--- src/rtl/led_mon_pkg.sv ---
// Shared types and constants for the LED bounce-pattern monitor.
// Holds the state/error encodings and a small position-adjacency helper.
package led_mon_pkg;

  localparam int LED_W = 16;
  localparam int POS_W = $clog2(LED_W);

  typedef enum logic [1:0] {
    SYNC  = 2'd0,
    ARM   = 2'd1,
    TRACK = 2'd2,
    ERROR = 2'd3
  } mon_state_t;

  typedef enum logic [1:0] {
    ERR_NONE   = 2'd0,
    ERR_ONEHOT = 2'd1,
    ERR_STEP   = 2'd2,
    ERR_STALL  = 2'd3
  } mon_err_t;

  // True when b sits one position above or below a, without wrapping 15<->0.
  function automatic logic pos_adjacent(input logic [POS_W-1:0] a,
                                        input logic [POS_W-1:0] b);
    logic up_ok;
    logic dn_ok;
    up_ok = (a != {POS_W{1'b1}}) && (b == a + POS_W'(1));
    dn_ok = (a != {POS_W{1'b0}}) && (b == a - POS_W'(1));
    return up_ok || dn_ok;
  endfunction

endpackage

--- src/rtl/led_onehot_enc.sv ---
// Purpose: flags a one-hot LED bus and encodes the index of the lit bit.
// Latency: purely combinational, zero cycles.
// Backpressure: none; a passive decoder with no flow control.
module led_onehot_enc
  import led_mon_pkg::*;
(
  input  logic [LED_W-1:0] led,
  output logic             onehot,
  output logic [POS_W-1:0] npos
);

  // OR of set-bit indices is only meaningful when onehot is true.
  always_comb begin
    npos = '0;
    for (int i = 0; i < LED_W; i++) begin
      if (led[i]) begin
        npos = npos | POS_W'(i);
      end
    end
  end

  assign onehot = (led != '0) && ((led & (led - LED_W'(1))) == '0);

endmodule

--- src/rtl/led_pattern_monitor.sv ---
// Purpose: tracks the bouncing one-hot LED pattern, counts sweeps, latches the first fault.
// Latency: one cycle from an led change to pos/dir/locked/err/sweep_cnt; stall check built only with LED_MON_STALL_EN.
// Backpressure: none; observes led passively and never stalls or drives the bus.
module led_pattern_monitor
  import led_mon_pkg::*;
#(
  parameter int STALL_CYCLES = 1000
) (
  input  logic             clk,
  input  logic             reset,
  input  logic [LED_W-1:0] led,
  input  logic             clr,
  output logic [POS_W-1:0] pos,
  output logic             dir,
  output logic             locked,
  output logic [7:0]       sweep_cnt,
  output logic             err,
  output logic [1:0]       err_code
);

  logic [LED_W-1:0] led_q;
  mon_state_t       state_q, state_d;
  logic [POS_W-1:0] pos_q, pos_d;
  logic             dir_q, dir_d;
  logic [7:0]       sweep_q, sweep_d;
  logic             err_q, err_d;
  mon_err_t         code_q, code_d;
  logic             locked_q, locked_d;

  logic             change;
  logic             onehot;
  logic [POS_W-1:0] npos;
  logic             stall_hit;
  logic [POS_W-1:0] exp_pos;
  logic             exp_dir;

  led_onehot_enc u_enc (
    .led    (led),
    .onehot (onehot),
    .npos   (npos)
  );

  assign change = (led != led_q);

`ifdef LED_MON_STALL_EN
  localparam int CNT_W = $clog2(STALL_CYCLES + 1);

  logic [CNT_W-1:0] stall_q, stall_d;

  always_comb begin
    stall_d   = '0;
    stall_hit = 1'b0;
    if ((state_q == TRACK) && !change) begin
      stall_d   = stall_q + CNT_W'(1);
      stall_hit = (stall_d == CNT_W'(STALL_CYCLES));
    end
  end

  always_ff @(posedge clk or negedge reset) begin
    if (!reset) begin
      stall_q <= '0;
    end else begin
      stall_q <= stall_d;
    end
  end
`else
  localparam int unused_stall_cycles = STALL_CYCLES;

  assign stall_hit = 1'b0;
`endif

  // Direction turns around at the end stops rather than wrapping.
  always_comb begin
    exp_pos = pos_q;
    exp_dir = dir_q;
    if (!dir_q) begin
      if (pos_q == {POS_W{1'b1}}) begin
        exp_pos = pos_q - POS_W'(1);
        exp_dir = 1'b1;
      end else begin
        exp_pos = pos_q + POS_W'(1);
      end
    end else begin
      if (pos_q == {POS_W{1'b0}}) begin
        exp_pos = POS_W'(1);
        exp_dir = 1'b0;
      end else begin
        exp_pos = pos_q - POS_W'(1);
      end
    end
  end

  always_comb begin
    state_d = state_q;
    pos_d   = pos_q;
    dir_d   = dir_q;
    sweep_d = sweep_q;
    code_d  = code_q;

    if (clr) begin
      state_d = SYNC;
      sweep_d = '0;
      code_d  = ERR_NONE;
    end else begin
      case (state_q)
        SYNC: begin
          if (change && onehot) begin
            pos_d   = npos;
            state_d = ARM;
          end
        end
        ARM: begin
          if (change) begin
            if (!onehot) begin
              state_d = SYNC;
            end else if (pos_adjacent(pos_q, npos)) begin
              dir_d   = (npos < pos_q);
              pos_d   = npos;
              state_d = TRACK;
            end else begin
              pos_d = npos;
            end
          end
        end
        TRACK: begin
          if (change) begin
            if (!onehot) begin
              state_d = ERROR;
              code_d  = ERR_ONEHOT;
            end else if (npos != exp_pos) begin
              state_d = ERROR;
              code_d  = ERR_STEP;
            end else begin
              pos_d = npos;
              dir_d = exp_dir;
              if ((pos_q == POS_W'(1)) && (npos == '0)) begin
                sweep_d = sweep_q + 8'd1;
              end
            end
          end else if (stall_hit) begin
            state_d = ERROR;
            code_d  = ERR_STALL;
          end
        end
        ERROR: begin
          state_d = ERROR;
        end
        default: begin
          state_d = SYNC;
        end
      endcase
    end

    err_d    = (state_d == ERROR);
    locked_d = (state_d == TRACK);
  end

  always_ff @(posedge clk or negedge reset) begin
    if (!reset) begin
      led_q    <= '0;
      state_q  <= SYNC;
      pos_q    <= '0;
      dir_q    <= 1'b0;
      sweep_q  <= '0;
      err_q    <= 1'b0;
      code_q   <= ERR_NONE;
      locked_q <= 1'b0;
    end else begin
      led_q    <= led;
      state_q  <= state_d;
      pos_q    <= pos_d;
      dir_q    <= dir_d;
      sweep_q  <= sweep_d;
      err_q    <= err_d;
      code_q   <= code_d;
      locked_q <= locked_d;
    end
  end

  assign pos       = pos_q;
  assign dir       = dir_q;
  assign locked    = locked_q;
  assign sweep_cnt = sweep_q;
  assign err       = err_q;
  assign err_code  = code_q;

endmodule

--- config.mk ---
export PLATFORM = sky130hd
export DESIGN_NAME = led_pattern_monitor
export DESIGN_NICKNAME = d
export VERILOG_FILES = /design/src/rtl/led_mon_pkg.sv /design/src/rtl/led_onehot_enc.sv /design/src/rtl/led_pattern_monitor.sv
export SDC_FILE = /design/constraint.sdc
export NUM_CORES = 1
export LEC_CHECK = 0
export ABC_AREA = 1
export BUFFER_PORTS_ARGS = -buffer_cell sky130_fd_sc_hd__buf_2
export CAP_MARGIN = 20
export CORE_MARGIN = 4
export CORE_UTILIZATION = 58
export CTS_CLUSTER_SIZE = 16
export DETAILED_ROUTE_END_ITERATION = 16
export GPL_TIMING_DRIVEN = 0
export PLACE_DENSITY = 0.85
export SLEW_MARGIN = 15
export SYNTH_ARGS = -nofsm -noshare
export SYNTH_HDL_FRONTEND = slang
export SYNTH_SLANG_ARGS = --single-unit
--- constraint.sdc ---
create_clock -name clk -period 2.4 [get_ports clk]
set_clock_uncertainty 0.15 [all_clocks]
set_input_delay 0.36 -clock clk [delete_from_list [all_inputs] [get_ports clk]]
set_output_delay 0.36 -clock clk [all_outputs]
set_load 0.05 [all_outputs]
==> impl_metrics.xml, run 1 <==
<?xml version="1.0" encoding="UTF-8"?>
<metrics>
  <group name="timing">
    <metric name="fmax" unit="MHz">447</metric>
    <metric name="final.setup.worst_slack" unit="ps">163</metric>
    <metric name="hold_viol_final" unit="">0</metric>
    <metric name="timing.final.crit_share" unit="%">93.2</metric>
    <metric name="worst_pin_slew" unit="ps">774</metric>
    <metric name="relSlewSlack" unit="%">48.4</metric>
    <metric name="timing.final.max_slew_violations" unit="">0</metric>
    <metric name="hold_ws" unit="ps">0.455</metric>
    <metric name="post-route-min-period" unit="ps">2240</metric>
    <metric name="timing.final.setup_violations" unit="">0</metric>
  </group>
  <group name="placement">
    <metric name="post-place-cells" unit="">471</metric>
    <metric name="dp.final_hpwl" unit="mm">4.50</metric>
    <metric name="place.gp.congestion" unit="">0.916</metric>
    <metric name="io_buffer_count" unit="">35</metric>
    <metric name="place_ws" unit="ps">73.2</metric>
  </group>
  <group name="floorplanning">
    <metric name="floorplan.rows" unit="">24</metric>
    <metric name="design.core.area" unit="µm²">4440</metric>
    <metric name="io_pins" unit="">36</metric>
    <metric name="die-width" unit="µm">76.4</metric>
    <metric name="fp.dieArea" unit="µm²">5840</metric>
    <metric name="dieHeight" unit="µm">76.4</metric>
    <metric name="initial_core_util" unit="%">61.1</metric>
  </group>
  <group name="setup_path">
    <metric name="worst_ep_arrival_time" unit="ps">2270</metric>
    <metric name="worst_setup_path_end_kind" unit="">flip-flop</metric>
    <metric name="r2r_start" unit="">pos[1]</metric>
    <metric name="worst_setup_path_start_kind" unit="">flip-flop</metric>
    <metric name="critical_path_required" unit="ps">2430</metric>
    <metric name="reg2reg_slack" unit="ps">160</metric>
    <metric name="timing.rr.end" unit="">sweep_cnt[6]</metric>
    <metric name="worst-r2r-cell-count" unit="">16</metric>
    <metric name="cp-startpoint" unit="">pos[1]</metric>
    <metric name="timing.setup.critical_path_class" unit="">reg2reg</metric>
    <metric name="critical_path_peak_fanout" unit="">8</metric>
  </group>
  <group name="cells_and_area">
    <metric name="num_antenna_cells" unit="">0</metric>
    <metric name="layout-drive-gt1-share" unit="%">28.5</metric>
    <metric name="fillCellCount" unit="">364</metric>
    <metric name="growth_of_design_area_from_synthesis_to_finish" unit="%">17.5</metric>
    <metric name="num-nets-final" unit="">458</metric>
    <metric name="layout.cells.non_filler" unit="">484</metric>
  </group>
  <group name="logic_synthesis">
    <metric name="unique_masters_post_synth" unit="">33</metric>
    <metric name="synth_adder_area_share" unit="%">3.69</metric>
    <metric name="synth-seq-area-share" unit="%">32.3</metric>
    <metric name="synth_async_sr_flop_share" unit="%">100</metric>
    <metric name="synth.mux.area_fraction" unit="%">0</metric>
    <metric name="synth_enable_flop_cells" unit="">0</metric>
    <metric name="synth_top_family_by_area" unit="">simple AND/OR/NAND/NOR gates</metric>
    <metric name="synth.most_common_cell" unit="">nand2_1</metric>
    <metric name="synth-compound-area-share" unit="%">8.43</metric>
    <metric name="synthDominantCellAreaShare" unit="%">32.3</metric>
    <metric name="postSynthAreaPerCell" unit="µm²">7.07</metric>
    <metric name="synth.top_cells.by_area" unit="">dfrtp_1 32%, nand2_1 17%, nor2_1 5.5%, inv_1 5.0%, nand3_1 4.4%</metric>
    <metric name="synth-warning-count" unit="">0</metric>
    <metric name="synth.largest_area_cell" unit="">dfrtp_1</metric>
    <metric name="synth.top_cells.by_count" unit="">123 x nand2_1, 40 x nor2_1, 36 x inv_1, 35 x dfrtp_1, 24 x nand3_1</metric>
    <metric name="synth_nets" unit="">411</metric>
    <metric name="syn_inst" unit="">384</metric>
    <metric name="synth_simple_gate_area_share" unit="%">42.4</metric>
    <metric name="synth_xor_area_share" unit="%">5.81</metric>
    <metric name="netlist_area" unit="µm²">2720</metric>
    <metric name="synth_seq_cells" unit="">35</metric>
    <metric name="postSynth.topFlopCell" unit="">dfrtp_1</metric>
  </group>
  <group name="power">
    <metric name="power.total" unit="mW">1.43</metric>
    <metric name="p_leak" unit="nW">1.60</metric>
    <metric name="power_density" unit="nW/µm²">447</metric>
    <metric name="irDropWorstVdd" unit="V">0.000405</metric>
  </group>
  <group name="cts">
    <metric name="cts-buffers-inserted" unit="">5</metric>
    <metric name="cts-root-buf" unit="">clkbuf_8</metric>
    <metric name="ctsHtreeMaxLevel" unit="">2</metric>
    <metric name="tritoncts_clock_tree" unit="">done</metric>
    <metric name="hold_buffers" unit="">0</metric>
    <metric name="clkTransAtPathRegs" unit="ps">70</metric>
    <metric name="clkSinkCount" unit="">35</metric>
    <metric name="clockBufferDepth" unit="">2</metric>
    <metric name="clkLatencyLatePin" unit="ps">280</metric>
  </group>
  <group name="route">
    <metric name="route.vias.total" unit="">2505</metric>
    <metric name="drt_first_iter_violations" unit="">123</metric>
    <metric name="post_drt_wl_per_cell" unit="µm">12.4</metric>
    <metric name="drc" unit="">0</metric>
    <metric name="routed_wl" unit="mm">5.98</metric>
    <metric name="drt_first_pass_iters" unit="">4</metric>
    <metric name="antenna_violating_nets_left" unit="">0</metric>
    <metric name="post_drt_via_cell_ratio" unit="">5.18</metric>
  </group>
  <group name="global_routing">
    <metric name="track_usage" unit="%">20.1</metric>
    <metric name="grt_first_pass_wirelength" unit="mm">9.73</metric>
    <metric name="antenna_violations_before_repair" unit="">0</metric>
    <metric name="grt_max_degree" unit="">36</metric>
    <metric name="vias_in_the_first_global_route" unit="">2182</metric>
    <metric name="grt_overflow" unit="">0</metric>
  </group>
  <group name="status">
    <metric name="run_status" unit="">complete, no violations</metric>
  </group>
  <group name="flow_run">
    <metric name="max_cap_violations" unit="">0</metric>
  </group>
  <group name="min_path">
    <metric name="holdCritPathClass" unit="">in2async</metric>
  </group>
</metrics>
sequential cells by signal, indices dropped and copies added (netlist names):
signal and cells:
locked 1, dir 1, pos 4, state_q 2
err_code 2, led_q 16, sweep_cnt 8, err 1
per-layer routing:
metal  GRT usage, %  up-vias  share of wire [%]
met3           3.19        8                4.0
met2           32.4       50                 47
met1           27.9     1135                 48
met5              0        -                  0
li1               -     1312                  -
met4           5.43        0                1.1
how the worst max path moves through the flow:
stage / to / slack, ps
after floorplan: sweep_cnt[5] / 120
after global placement: sweep_cnt[5] / 130
after detailed placement: sweep_cnt[5] / 70
after CTS: sweep_cnt[5] / 60
after global routing: sweep_cnt[6] / -30
final: sweep_cnt[6] / 160
cell families after synthesis:
group,after synthesis
xor+xnor,18
buf+inv,46
compound gates,34
flops,35
fa+ha+maj,8
simple gates,243
report_power, final:
part / switching, mW / total [mW] / internal, mW
Sequential: 0.0192 / 0.634 / 0.615
Combinational: 0.162 / 0.246 / 0.0831
Clock: 0.211 / 0.547 / 0.336
what timing repair did:
| action | CTS | global route |
|---|---|---|
| setup buffers | 0 | 4 |
| gates resized for setup | 0 | 15 |
| endpoints found under the hold margin | 0 | 0 |
| setup endpoints to repair | 0 | 16 |
worst max-delay path: stages, from the launching register on:
cell	delay [ps]
dfrtp_2	480
inv_4	90
ha_4	140
inv_1	40
nand2_1	60
nand2_2	70
nand3_2	80
nand2_1	50
nand2_1	60
nand2_1	70
nor2_2	150
nand4_2	170
nand2_2	120
nand3_4	130
buf_12	170
nand2_2	50
o21ai_2	50
stage by stage:
stage	util [%]	instance area (µm²)	TNS (ps)
6_report	71.8	3190	0
5_1_grt	71.8	3190	-151
4_1_cts	69.2	3080	0
3_5_place_dp	66.6	2960	0
3_3_place_gp	66.6	2960	0
2_1_floorplan	-	2720	0
cells in the final DEF, fill, tap and decap left out, types with 2 or more instances in the layout:
cell type  Yosys  layout
o21ai_0        7       7
nand3_2        1       2
nor2_2         9       9
nor2_1        40      40
inv_1         36      34
nor2_4         7       7
ha_4           0       2
dfrtp_1       35      33
a21oi_1        9       9
o21ai_1        3       3
or2_2          6       6
nand2_2       15      19
nand4_1       11      11
ha_1           8       6
xnor2_1       13      13
nand3b_1       3       3
buf_4          1       5
nand2_1      123     119
inv_2          6       7
dfrtp_2        0       2
o21ai_2        9       9
clkbuf_8       1       7
buf_2          0      35
xor2_1         5       4
nand3_1       24      23
final cells by class:
type	count	area, µm²	share of cell area [%]
well taps	52	65.1	2.04
plain buffers	4	52.6	1.65
clock inverters	2	35.0	1.10
flip-flops and latches	35	878	27.5
clock buffers	6	82.6	2.59
inverters	42	160	5.02
multi-input cells	303	1690	52.8
repair buffers	40	230	7.22
(Power assumes the default switching activity.)
==> inputs of run 2 (changes only) <==
==> constraint.sdc (replaced) <==
create_clock -name clk -period 2.3 [get_ports clk]
set_clock_uncertainty 0.15 [all_clocks]
set_input_delay 0.345 -clock clk [delete_from_list [all_inputs] [get_ports clk]]
set_output_delay 0.345 -clock clk [all_outputs]
set_load 0.05 [all_outputs]
==> run 2 against run 1 <==
Cell area increased by 1.3%. Critical path depth decreased by 4. Sequential power increased by 4.3%. Final cell count increased by 0.41%. Setup slack got worse by 95 ps. Via count increased by 1.1%. Register-to-register slack got worse by 95 ps. Die area unchanged. Critical endpoint unchanged. First-iteration DRC count decreased by 15%. Fmax increased by 0.20%.
==> impl_metrics.xml, run 2 (synthesis results as in run 1) <==
<?xml version="1.0" encoding="UTF-8"?>
<metrics>
  <group name="power">
    <metric name="p_comb_share" unit="%">17.3</metric>
    <metric name="power_density" unit="nW/µm²">463</metric>
    <metric name="irDropWorstVdd" unit="V">0.000423</metric>
    <metric name="seq_power_share" unit="%">44.2</metric>
    <metric name="p_switching" unit="mW">0.416</metric>
    <metric name="power.switching_fraction" unit="%">27.8</metric>
    <metric name="p_leak" unit="nW">1.61</metric>
    <metric name="power.clock.fraction" unit="%">38.5</metric>
    <metric name="power.internal" unit="mW">1.08</metric>
  </group>
  <group name="min_path">
    <metric name="holdCritPathClass" unit="">in2reg</metric>
    <metric name="worstHoldPathCells" unit="">1</metric>
  </group>
  <group name="global_routing">
    <metric name="track_usage" unit="%">20.2</metric>
    <metric name="vias_in_the_first_global_route" unit="">2195</metric>
    <metric name="grt_first_pass_wirelength" unit="mm">9.78</metric>
    <metric name="grt_overflow" unit="">0</metric>
    <metric name="grt_max_degree" unit="">36</metric>
    <metric name="antenna_violations_before_repair" unit="">0</metric>
  </group>
  <group name="placement">
    <metric name="place.gp.congestion" unit="">0.916</metric>
    <metric name="io_buffer_count" unit="">35</metric>
    <metric name="dp.final_hpwl" unit="mm">4.50</metric>
    <metric name="post-place-cells" unit="">471</metric>
  </group>
  <group name="route">
    <metric name="antenna_violating_nets_left" unit="">0</metric>
    <metric name="post_drt_wl_per_cell" unit="µm">12.6</metric>
    <metric name="drc" unit="">0</metric>
    <metric name="drt_first_pass_iters" unit="">4</metric>
    <metric name="drt_first_iter_violations" unit="">105</metric>
    <metric name="route.vias.total" unit="">2532</metric>
    <metric name="post_drt_via_cell_ratio" unit="">5.21</metric>
    <metric name="routed_wl" unit="mm">6.10</metric>
  </group>
  <group name="floorplanning">
    <metric name="floorplan.rows" unit="">24</metric>
    <metric name="io_pins" unit="">36</metric>
    <metric name="design.core.area" unit="µm²">4440</metric>
    <metric name="initial_core_util" unit="%">61.1</metric>
    <metric name="die-width" unit="µm">76.4</metric>
    <metric name="dieHeight" unit="µm">76.4</metric>
    <metric name="fp.dieArea" unit="µm²">5840</metric>
  </group>
  <group name="setup_path">
    <metric name="reg2reg_slack" unit="ps">70</metric>
    <metric name="worst_setup_path_start_kind" unit="">flip-flop</metric>
    <metric name="crit_path_cell_trace" unit="">ha_4, xor2_2, nand2_1, nand3_1, nand2_1, nor2_2, nand4_2, nand2_2, nand3_4, buf_12, nand2_2, o21ai_2</metric>
    <metric name="cp-startpoint" unit="">pos[1]</metric>
    <metric name="cp.buffers_inverters" unit="">1</metric>
    <metric name="crit_end" unit="">sweep_cnt[6]</metric>
    <metric name="cp_num_cells" unit="">12</metric>
    <metric name="timing.setup.critical_path_class" unit="">reg2reg</metric>
    <metric name="cell_class_contributing_the_biggest_share_of_worst_path_delay" unit="">simple AND/OR/NAND/NOR gates</metric>
    <metric name="critical_path_required" unit="ps">2330</metric>
    <metric name="cp_slowest_stage_delay" unit="ps">490</metric>
    <metric name="worst_setup_path_end_kind" unit="">flip-flop</metric>
    <metric name="critical_path_peak_fanout" unit="">8</metric>
    <metric name="timing.rr.end" unit="">sweep_cnt[6]</metric>
    <metric name="crit_path_top_delay_cell" unit="">dfrtp_2</metric>
    <metric name="r2r_start" unit="">pos[1]</metric>
    <metric name="worst_ep_arrival_time" unit="ps">2260</metric>
    <metric name="worst-r2r-cell-count" unit="">12</metric>
  </group>
  <group name="timing">
    <metric name="timing.final.crit_share" unit="%">97.1</metric>
    <metric name="hold_viol_final" unit="">0</metric>
    <metric name="fmax" unit="MHz">448</metric>
    <metric name="timing.final.setup_violations" unit="">0</metric>
    <metric name="relSlewSlack" unit="%">48.5</metric>
    <metric name="post-route-min-period" unit="ps">2230</metric>
    <metric name="tns" unit="ps">0</metric>
    <metric name="timing.final.max_slew_violations" unit="">0</metric>
    <metric name="worst_pin_slew" unit="ps">772</metric>
    <metric name="grt_setup_unrepaired" unit="">true</metric>
  </group>
  <group name="cts">
    <metric name="cts-root-buf" unit="">clkbuf_8</metric>
    <metric name="clkLatencyLatePin" unit="ps">290</metric>
    <metric name="clkSinkCount" unit="">35</metric>
    <metric name="tritoncts_clock_tree" unit="">done</metric>
    <metric name="ctsHtreeMaxLevel" unit="">2</metric>
    <metric name="clockBufferDepth" unit="">2</metric>
    <metric name="clkTransAtPathRegs" unit="ps">70</metric>
    <metric name="cts-buffers-inserted" unit="">5</metric>
  </group>
  <group name="cells_and_area">
    <metric name="num-nets-final" unit="">460</metric>
    <metric name="growth_of_design_area_from_synthesis_to_finish" unit="%">19.0</metric>
    <metric name="largest_reg_flops" unit="">16</metric>
    <metric name="registers.top_by_ff_count" unit="">led_q</metric>
    <metric name="num_antenna_cells" unit="">0</metric>
    <metric name="layout-drive-gt1-share" unit="%">29.5</metric>
    <metric name="layout.cells.non_filler" unit="">486</metric>
    <metric name="layout.cells.most_common" unit="">nand2_1</metric>
    <metric name="final_cell_mix" unit="">118 x nand2_1, 40 x nor2_1, 35 x buf_2</metric>
  </group>
  <group name="flow_run">
    <metric name="max_cap_violations" unit="">0</metric>
  </group>
  <group name="status">
    <metric name="run_status" unit="">complete, no violations</metric>
  </group>
</metrics>
[run 2: metal layers]
metal  up-vias  global-route usage [%]  share of wire, %
met1      1154                    27.7                48
met3         8                    3.19               3.9
met4         0                    5.43               1.1
met5         -                       0                 0
li1       1318                       -                 -
met2        52                    33.0                47
[run 2: power by group through the flow]
stage / Combinational [mW] / Clock [mW] / Sequential [mW]
3_3_place_gp: 0.246 / 0 / 0.671
4_1_cts: 0.253 / 0.588 / 0.661
6_report: 0.258 / 0.576 / 0.661
3_5_place_dp: 0.251 / 0 / 0.673
5_1_grt: 0.286 / 0.616 / 0.664
2_1_floorplan: 0.125 / 0 / 0.712
[run 2: per-stage QoR]
stage	setup WS, ps	utilization, %	total power, mW	hold slack (ps)	instance area [µm²]
3_5_place_dp	-26.8	66.6	0.924	315	2960
4_1_cts	38.7	69.8	1.50	28.9	3100
5_1_grt	-94.7	72.7	1.57	40.1	3230
3_3_place_gp	34.8	66.6	0.916	302	2960
2_1_floorplan	22.7	-	0.837	-101	2720
6_report	67.5	72.7	1.50	36.7	3230
[run 2: how the worst min path moves through the flow]
| stage | startpoint | slack (ps) | end |
|---|---|---|---|
| floorplan | reset | -100 | dir |
| global placement | reset | 300 | led_q[0] |
| global route | led[3] | 40 | led_q[3] |
| finish | led[3] | 40 | led_q[3] |
| detailed placement | reset | 320 | led_q[1] |
| CTS | led[3] | 30 | led_q[3] |
[run 2: final cells by class]
cell class,count,area (µm²)
clock inverter,2,35.0
sequential,35,878
clock buffer,6,82.6
multi-input combinational,303,1710
fill,349,1210
inverter,42,160
tap,52,65.1
buffer,4,52.6
timing repair buffer,42,248
[run 2: repair_timing]
item                                    4_1_cts  5_1_grt
hold endpoints to repair                      8        0
pin swaps                                     0       10
endpoints found under the setup margin        9       16
cloned                                        0        1
hold buffers                                  1        0
resized for setup                             2       19
setup buffers                                 2        3
